## config.mk

```make
export PLATFORM = sky130hd
export DESIGN_NAME = mul_div_unit
export DESIGN_NICKNAME = d
export VERILOG_FILES = /design/src/rtl/mdu_defs.sv /design/src/rtl/div_radix2_core.sv /design/src/rtl/mul_div_unit.sv
export SDC_FILE = /design/constraint.sdc
export NUM_CORES = 2
export LEC_CHECK = 0
export ABC_CLOCK_PERIOD_IN_PS = 18350
export BUFFER_PORTS_ARGS = -buffer_cell sky130_fd_sc_hd__buf_2
export CELL_PAD_IN_SITES_DETAIL_PLACEMENT = 1
export CELL_PAD_IN_SITES_GLOBAL_PLACEMENT = 1
export CORE_MARGIN = 2
export CORE_UTILIZATION = 48
export DETAILED_ROUTE_END_ITERATION = 7
export GPL_ROUTABILITY_DRIVEN = 0
export GPL_TIMING_DRIVEN = 0
export PLACE_DENSITY_LB_ADDON = 0.12
export SYNTH_ARGS = -nofsm -noshare
export SYNTH_HDL_FRONTEND = slang
export SYNTH_SLANG_ARGS = --single-unit
```

## constraint.sdc

```tcl
create_clock -name clk -period 18.35 [get_ports clk]
set_clock_uncertainty 0.15 [all_clocks]
set_input_delay 1.835 -clock clk [delete_from_list [all_inputs] [get_ports clk]]
set_output_delay 1.835 -clock clk [all_outputs]
set_load 0.01 [all_outputs]
```

## src/rtl/mdu_defs.sv

```systemverilog
// Shared definitions for the EX-stage multiply/divide unit: FSM state encoding and default sizes.
package mdu_defs;

  localparam int MDU_WIDTH     = 32;
  localparam int MDU_DIV_ITERS = 32;

  typedef enum logic [1:0] {
    ST_IDLE = 2'd0,
    ST_MUL  = 2'd1,
    ST_DIV  = 2'd2,
    ST_DONE = 2'd3
  } mdu_state_e;

endpackage

```

## src/rtl/div_radix2_core.sv

```systemverilog
// One restoring radix-2 division step: shifts the next dividend bit into the partial remainder,
// subtracts the divisor when it fits and shifts the resulting quotient bit in at the bottom.
module div_radix2_core #(
  parameter int WIDTH = 32
) (
  input  logic [WIDTH-1:0] i_rem,
  input  logic [WIDTH-1:0] i_quo,
  input  logic [WIDTH-1:0] i_divisor,
  output logic [WIDTH-1:0] o_rem,
  output logic [WIDTH-1:0] o_quo
);

  logic [WIDTH:0]   w_shift;
  logic             w_ge;
  logic [WIDTH-1:0] w_diff;

  // The shifted remainder needs WIDTH+1 bits; after a successful subtract it always fits in WIDTH.
  assign w_shift = {i_rem, i_quo[WIDTH-1]};
  assign w_ge    = (w_shift >= {1'b0, i_divisor});
  assign w_diff  = w_shift[WIDTH-1:0] - i_divisor;
  assign o_rem   = w_ge ? w_diff : w_shift[WIDTH-1:0];
  assign o_quo   = {i_quo[WIDTH-2:0], w_ge};

endmodule

```

## src/rtl/mul_div_unit.sv

```systemverilog
// Multi-cycle MULT/MULTU/DIV/DIVU unit for the EX stage; busy_o stalls the pipeline while an op is in flight.
// Define DIV_BY_ZERO_FAST_EN to finish a divide by zero in one cycle with lo=all ones, hi=raw dividend.
module mul_div_unit
  import mdu_defs::*;
#(
  parameter int WIDTH = MDU_WIDTH,
  parameter int CNT_W = 6
) (
  input  logic             clk,
  input  logic             rst,
  input  logic             mul_i,
  input  logic             div_i,
  input  logic             signed_i,
  input  logic [WIDTH-1:0] srca_i,
  input  logic [WIDTH-1:0] srcb_i,
  input  logic             cancel_i,
  input  logic             ext_stall_i,
  output logic             busy_o,
  output logic             valid_o,
  output logic [WIDTH-1:0] hi_o,
  output logic [WIDTH-1:0] lo_o
);

  mdu_state_e r_state, w_next_state;

  logic [CNT_W-1:0]   r_cnt;
  logic [WIDTH-1:0]   r_opa;
  logic [WIDTH-1:0]   r_opb;
  logic [WIDTH-1:0]   r_rem;
  logic               r_sa;
  logic               r_sb;
  logic [WIDTH-1:0]   r_hi;
  logic [WIDTH-1:0]   r_lo;

  logic               w_start;
  logic               w_fast_zero;
  logic               w_sa;
  logic               w_sb;
  logic [WIDTH-1:0]   w_abs_a;
  logic [WIDTH-1:0]   w_abs_b;
  logic [WIDTH-1:0]   w_core_rem;
  logic [WIDTH-1:0]   w_core_quo;
  logic [WIDTH-1:0]   w_rem_fix;
  logic [WIDTH-1:0]   w_quo_fix;
  logic [2*WIDTH-1:0] w_prod;
  logic [2*WIDTH-1:0] w_prod_fix;
  logic               w_last_iter;

  assign w_start = (mul_i | div_i) & ~cancel_i & ~rst;

`ifdef DIV_BY_ZERO_FAST_EN
  assign w_fast_zero = (srcb_i == '0);
`else
  assign w_fast_zero = 1'b0;
`endif

  // Magnitudes are unsigned, so the most negative input becomes exactly 2**(WIDTH-1).
  assign w_sa    = signed_i & srca_i[WIDTH-1];
  assign w_sb    = signed_i & srcb_i[WIDTH-1];
  assign w_abs_a = w_sa ? (~srca_i + 1'b1) : srca_i;
  assign w_abs_b = w_sb ? (~srcb_i + 1'b1) : srcb_i;

  div_radix2_core #(.WIDTH(WIDTH)) u_div_core (
    .i_rem     (r_rem),
    .i_quo     (r_opa),
    .i_divisor (r_opb),
    .o_rem     (w_core_rem),
    .o_quo     (w_core_quo)
  );

  assign w_last_iter = (r_cnt == CNT_W'(WIDTH-1));
  assign w_quo_fix   = (r_sa ^ r_sb) ? (~w_core_quo + 1'b1) : w_core_quo;
  assign w_rem_fix   = r_sa ? (~w_core_rem + 1'b1) : w_core_rem;
  assign w_prod      = {{WIDTH{1'b0}}, r_opa} * {{WIDTH{1'b0}}, r_opb};
  assign w_prod_fix  = (r_sa ^ r_sb) ? (~w_prod + 1'b1) : w_prod;

  always_comb begin
    w_next_state = r_state;
    busy_o       = 1'b0;
    valid_o      = 1'b0;
    case (r_state)
      ST_IDLE: begin
        if (w_start) begin
          busy_o = 1'b1;
          if (div_i) w_next_state = w_fast_zero ? ST_DONE : ST_DIV;
          else       w_next_state = ST_MUL;
        end
      end
      ST_MUL: begin
        busy_o       = 1'b1;
        w_next_state = ST_DONE;
      end
      ST_DIV: begin
        busy_o = 1'b1;
        if (w_last_iter) w_next_state = ST_DONE;
      end
      ST_DONE: begin
        valid_o = 1'b1;
        if (!ext_stall_i) w_next_state = ST_IDLE;
      end
      default: w_next_state = ST_IDLE;
    endcase
    if (cancel_i) begin
      w_next_state = ST_IDLE;
      busy_o       = 1'b0;
      valid_o      = 1'b0;
    end
  end

  always_ff @(posedge clk or posedge rst) begin
    if (rst) begin
      r_state <= ST_IDLE;
      r_cnt   <= '0;
      r_opa   <= '0;
      r_opb   <= '0;
      r_rem   <= '0;
      r_sa    <= 1'b0;
      r_sb    <= 1'b0;
      r_hi    <= '0;
      r_lo    <= '0;
    end else begin
      r_state <= w_next_state;
      case (r_state)
        ST_IDLE: begin
          if (w_start) begin
            r_opa <= w_abs_a;
            r_opb <= w_abs_b;
            r_sa  <= w_sa;
            r_sb  <= w_sb;
            r_rem <= '0;
            r_cnt <= '0;
            if (div_i && w_fast_zero) begin
              r_hi <= srca_i;
              r_lo <= '1;
            end
          end
        end
        ST_MUL: begin
          if (!cancel_i) {r_hi, r_lo} <= w_prod_fix;
        end
        ST_DIV: begin
          r_rem <= w_core_rem;
          r_opa <= w_core_quo;
          r_cnt <= r_cnt + 1'b1;
          if (w_last_iter && !cancel_i) begin
            r_hi <= w_rem_fix;
            r_lo <= w_quo_fix;
          end
        end
        default: ;
      endcase
    end
  end

  assign hi_o = r_hi;
  assign lo_o = r_lo;

endmodule

```

# Word level (Yosys, flattened, before mapping)
# Cells that the tools add are included.
# op_classes
add_sub_neg,7
multipliers,1
magnitude_cmp,1
eq_ne,10
muxes,29
bitwise_logic,13
reduce_logical,10
# ops
operator,n
32-bit two-way mux,11
32-bit case mux with 2 select lines,4
"32-bit by 1-bit adder with 32-bit output, second input constant",4
32-bit NOT,4
"64-bit by 1-bit adder with 64-bit output, second input constant",1
32-bit by 32-bit multiplier with 64-bit output,1
64-bit two-way mux,1
64-bit NOT,1
33-bit by 32-bit >= comparator with 1-bit output,1
32-bit subtractor,1
6-bit case mux with 2 select lines,1
2-bit two-way mux,5
"3-bit != test, second input constant",3
2-bit case mux with 4 select lines,1
"6-bit by 1-bit adder with 6-bit output, second input constant",1
"6-bit by 5-bit == test with 1-bit output, second input constant",1
6-bit two-way mux,1
"2-bit != test, second input constant",3
3-bit AND reduction,2
1-bit bitwise AND,4
"2-bit == test, second input constant",2
1-bit two-way mux,4
2-bit AND reduction,2
2-bit nonzero test,2
9 further kinds,10
# word_totals
ff_bits,170
in_bits,71
wordCells,80

# Longest topological paths before layout
# logic_depth
ltp_word,7
depth_mapped,32
depth_no_buf,29

# By module
# From an unflattened synthesis, not the netlist that was laid out.
# hier_totals
cells_unflattened,5587
hier_area_um2,48183.7
# by_module_without_submodules
mod,n_inst,cells_each,area_per_inst_um2
mul_div_unit,1,5232,45612.5
div_radix2_core,1,355,2571.2

# Least setup slack after synthesis
# No wires, ideal clock.
# synth_timing
kind,reg2reg
start,register r_opa[28]
end,register r_hi[25] (netlist: hi_o[25])
t_arrival_ns,8.557
slack_ns,9.576
stages_incl_launch_ff,29
path_buffers,3
period_less_slack_ns,8.774
cell_sequence,dfrtp_1 > clkbuf_1 > buf_1 > nand2_1 > fa_1 > fa_1 > fa_1 > fa_1 > inv_1 > fa_1 > fa_1 > fa_1 > inv_1 > fa_1 > inv_1 > ha_1 > buf_2 > a21o_1 > o21bai_1 > a21oi_2 > o21bai_1 > a221o_1 > or3_1 > a211o_1 > and4bb_4 > or4b_4 > or4_1 > nand3_1 > and3_1
# synth_between
elab_chain_cells,6
# synth_rtl
element,line,text
from (decl),mul_div_unit.sv:27,logic [WIDTH-1:0] r_opa;
from (signal assigned),mul_div_unit.sv:126,r_opa <= w_abs_a;
from (signal assigned),mul_div_unit.sv:143,r_opa <= w_core_quo;
32-bit by 32-bit multiplier with 64-bit output (*),mul_div_unit.sv:74,"assign w_prod = {{WIDTH{1'b0}}, r_opa} * {{WIDTH{1'b0}}, r_opb};"
64-bit NOT,mul_div_unit.sv:75,assign w_prod_fix = (r_sa ^ r_sb) ? (~w_prod + 1'b1) : w_prod;
64-bit by 1-bit adder with 64-bit output,mul_div_unit.sv:75,
64-bit two-way mux (*),mul_div_unit.sv:75,
32-bit two-way mux (*),mul_div_unit.sv:139,"if (!cancel_i) {r_hi, r_lo} <= w_prod_fix;"
32-bit case mux with 2 select lines (*),mul_div_unit.sv:123,case (r_state)
to (signal assigned),mul_div_unit.sv:133,r_hi <= srca_i;
to (signal assigned),mul_div_unit.sv:139,
to (signal assigned),mul_div_unit.sv:146,r_hi <= w_rem_fix;
to (decl),mul_div_unit.sv:32,logic [WIDTH-1:0] r_hi;
# Mark *: on every way between the ends. The rest lies on a longest branch, timed or not. The select of a mux whose other input is x is not followed.
# A chain may end at the register's enable or synchronous reset.

# Worst setup path in the final report
# layout_timing
start,register r_opa[25]
end,register r_hi[19] (netlist: hi_o[19])
# Same word-level chain as after synthesis.

==> flow_summary_export.csv <==
group,metric,value,unit
run_status,outcome,"complete, but fails checks",
run_status,failed_checks,"max-capacitance violations, max-slew violations",
route,wl_met3,24800,um
floorplanning,ios,137,
worst_setup_path,worstPathArrival,13.53,ns
route,viasPerCell,6.22,
clocking,cts_made_buffers,17,
route,dr.pass1.iters,5,
route,routedLengthMet1,84800,um
placed_design,port_buffers,136,
grt,grt_pass1_wl,327000,um
yosys,seq_area_frac_synth,8.78,%
clocking,post_cts_buffers,0,
yosys,synth_edf_count,0,
route,wl_met2,96600,um
yosys,syn_area,48500,um^2
yosys,synthCells,5783,
worst_setup_path,crit_type,"register to register",
sta,hold_violations,0,
worst_setup_path,required,18.58,ns
floorplanning,initial_core_util,48.4,%
layout,multi_input_area,39400,um^2
route,drt_wl_total,224000,um
route,avgRoutedWirePerCell,30.9,um
sta,rsz0062_at_grt,"no",
floorplanning,fp.coreArea,100000,um^2
yosys,async_flop_share,100,%
route,drc_errors,0,
layout,fin_area,51400,um^2
grt,grt_overflow,0,
yosys,ys_warn_count,0,
route,drt_iter0_markers,4657,
layout,finalNetCount,7213,
floorplanning,die_h,322,um
grt,antenna_found_initial,13,
clocking,worst_setup_hold_path_clk_slew,0.09,ns
sta,fmax,0.0752,GHz
placed_design,dpl-instance-area,50800,um^2
grt,track_usage,44.1,%
clocking,clk_latency,0.55,ns
sta,hold_ws,0.330,ns
placed_design,dp_hpwl,189000,um
sta,setup_viol,0,
layout,area_growth,6.12,%
grt,grt_max_degree,87,
yosys,synth_area_per_cell,8.38,um^2
route,ant_nets,0,
sta,slew_violations,15,
layout,layout-drive-gt1-share,4.08,%
clocking,ctsHoldBuffers,0,
route,top_layer_used,"met5",
yosys,ys_ff_latch,170,
sta,relSlewSlack,-4.69,%
clocking,cts_tree,"built",
worst_setup_path,critical_path.max_fanout,10,
floorplanning,die_w,322,um
yosys,synthDistinctLibCells,103,
grt,first_global_vias,47944,
sta,tns,0,ns
clocking,h-tree-depth,4,
sta,tightest_slew,1.55,ns
layout,utilization,51.4,%
worst_setup_path,startpoint_type,"register",
clocking,clockRootBuffer,"clkbuf_16",
clocking,clockBufferDepth,2,
yosys,yosys_most_used_dff,"dfrtp_1",
layout,ff_latch_area,4250,um^2
floorplanning,rows,116,
min_path,hold_class,"register to register",
flow_run,cap_violations,2,
sta,fin_crit_sh,72.5,%
floorplanning,die-area,104000,um^2
clocking,cts_resized,0,
layout,nFillCells,12266,
worst_setup_path,endpoint_kind,"register",
sta,fin_crit,13.31,ns
clocking,clock_sinks,170,
yosys,syn_nets,7057,
route,vias,45142,
[registers in the layout (all words and copies together), names as in the netlist, 2 cells and up]
| register | cells |
|---|---|
| r_state | 2 |
| hi_o | 32 |
| r_rem | 32 |
| r_opb | 32 |
| lo_o | 32 |
| r_cnt | 6 |
| r_opa | 32 |
[layer usage]
| metal | up-vias | global-route usage, % |
|---|---|---|
| met5 | - | 0 |
| met1 | 23344 | 55.9 |
| met4 | 8 | 29.0 |
| met2 | 2571 | 66.8 |
| met3 | 682 | 11.3 |
| li1 | 18537 | - |
[path summary, 6_finish.rpt]
| path | from | endpoint | slack [ns] | depth (start not counted) |
|---|---|---|---|---|
| worst max-delay path | r_opa[25] | hi_o[19] | 5.04 | 27 |
| worst min-delay path | hi_o[5] | hi_o[5] | 0.33 | 2 |
| worst max register to register | r_opa[25] | hi_o[19] | 5.04 | 27 |
| worst min register to register | hi_o[5] | hi_o[5] | 0.33 | 2 |
| max in group asynchronous | rst | r_opb[18] | 15.90 | 3 |
| min in group asynchronous | rst | r_cnt[0] | 1.22 | 2 |
[per-stage QoR]
stage	worst slack (ns)	cells
after detailed placement	5.71	7218
final	5.04	7254
after CTS	5.58	7250
after floorplan	9.58	5783
after global placement	5.80	7217
after global routing	5.09	7250
[cell usage after synthesis, types with 9 or more instances]
master    instances  share of area, %
a211o_1          10              0.18
a211oi_1         36              0.56
a21o_1           30              0.46
a21oi_1         226               2.3
a22o_1           11              0.20
a31oi_1          26              0.34
a41oi_1          10              0.18
and2_1          515               6.6
and3_1           25              0.32
and4_1           22              0.40
buf_1            34              0.26
buf_2            18              0.19
clkbuf_1        303               2.3
dfrtp_1         170               8.8
fa_1            897                37
ha_1            306               7.9
inv_1           922               7.1
mux2i_1          25              0.52
nand2_1         797               6.2
nand2b_1         20              0.26
nand3_1          35              0.36
nand3b_1         10              0.15
nand4_1          42              0.54
nor2_1          312               2.4
nor2b_1          12              0.15
nor3_1           74              0.76
nor4_1           22              0.28
o211ai_1         31              0.48
o21a_1           26              0.40
o21ai_0         306               3.2
o21ai_1          12              0.12
o21bai_1         15              0.23
o31ai_1          33              0.51
o41ai_1           9              0.16
or2_2            13              0.17
or3_1            44              0.57
xnor2_1         127               2.3
xor2_1           88               1.6
[placed cells by master, fill, tap and decap left out, types with 26 or more instances in the layout]
cell type / netlist / final
nand2_1: 797 / 797
nand3_1: 35 / 35
xnor2_1: 127 / 127
ha_1: 306 / 306
inv_1: 922 / 921
a21o_1: 30 / 30
o21a_1: 26 / 26
nor2_1: 312 / 312
buf_1: 34 / 34
xor2_1: 88 / 88
a211oi_1: 36 / 36
a21oi_1: 226 / 226
nor3_1: 74 / 74
dfrtp_1: 170 / 170
o31ai_1: 33 / 33
nand4_1: 42 / 42
or3_1: 44 / 44
buf_2: 18 / 154
o211ai_1: 31 / 31
a31oi_1: 26 / 26
clkbuf_1: 303 / 303
fa_1: 897 / 897
and2_1: 515 / 515
o21ai_0: 306 / 306
[worst max-delay path, cell delays in order, from the launching register on]
cell and delay, ns:
dfrtp_1 0.35, clkbuf_1 0.89, buf_1 1.03, nand2_1 0.24
fa_1 0.56, fa_1 0.55, fa_1 0.47, fa_1 0.54
inv_1 0.05, fa_1 0.59, fa_1 0.46, fa_1 0.58
inv_1 0.07, fa_1 0.49, inv_1 0.05, ha_1 0.29
clkbuf_1 0.40, nand4_1 0.24, nor3_1 0.53, a21boi_0 0.83
nor2_1 0.14, xor2_1 0.35, and2_0 0.35, nand4b_1 0.22
nor4b_1 1.28, o21bai_1 0.21, nor3b_1 1.00, o21ai_0 0.19
[kinds of logic after synthesis]
family | synth area share [%]
and+or+nand+nor | 20.1
buffers and inverters | 9.99
adders and majority gates | 44.9
AOI/OAI and AO/OA | 11.7
xor gates and xnor gates | 3.92
DFF | 8.78
muxes | 0.586
[final cells by class]
type                            count  area share, %
Clock inverter                     15          0.372
Antenna cell                        4         0.0195
Sequential cell                   170           8.27
Tap cell                         1298           3.16
Timing Repair Buffer              137           1.38
Multi-Input combinational cell   4331           76.5
Inverter                          925           6.77
Clock buffer                       17          0.827
Buffer                            357           2.67
Power is not shown: default switching activity piles up to over one toggle a cycle in this logic, so the estimate is an artifact.
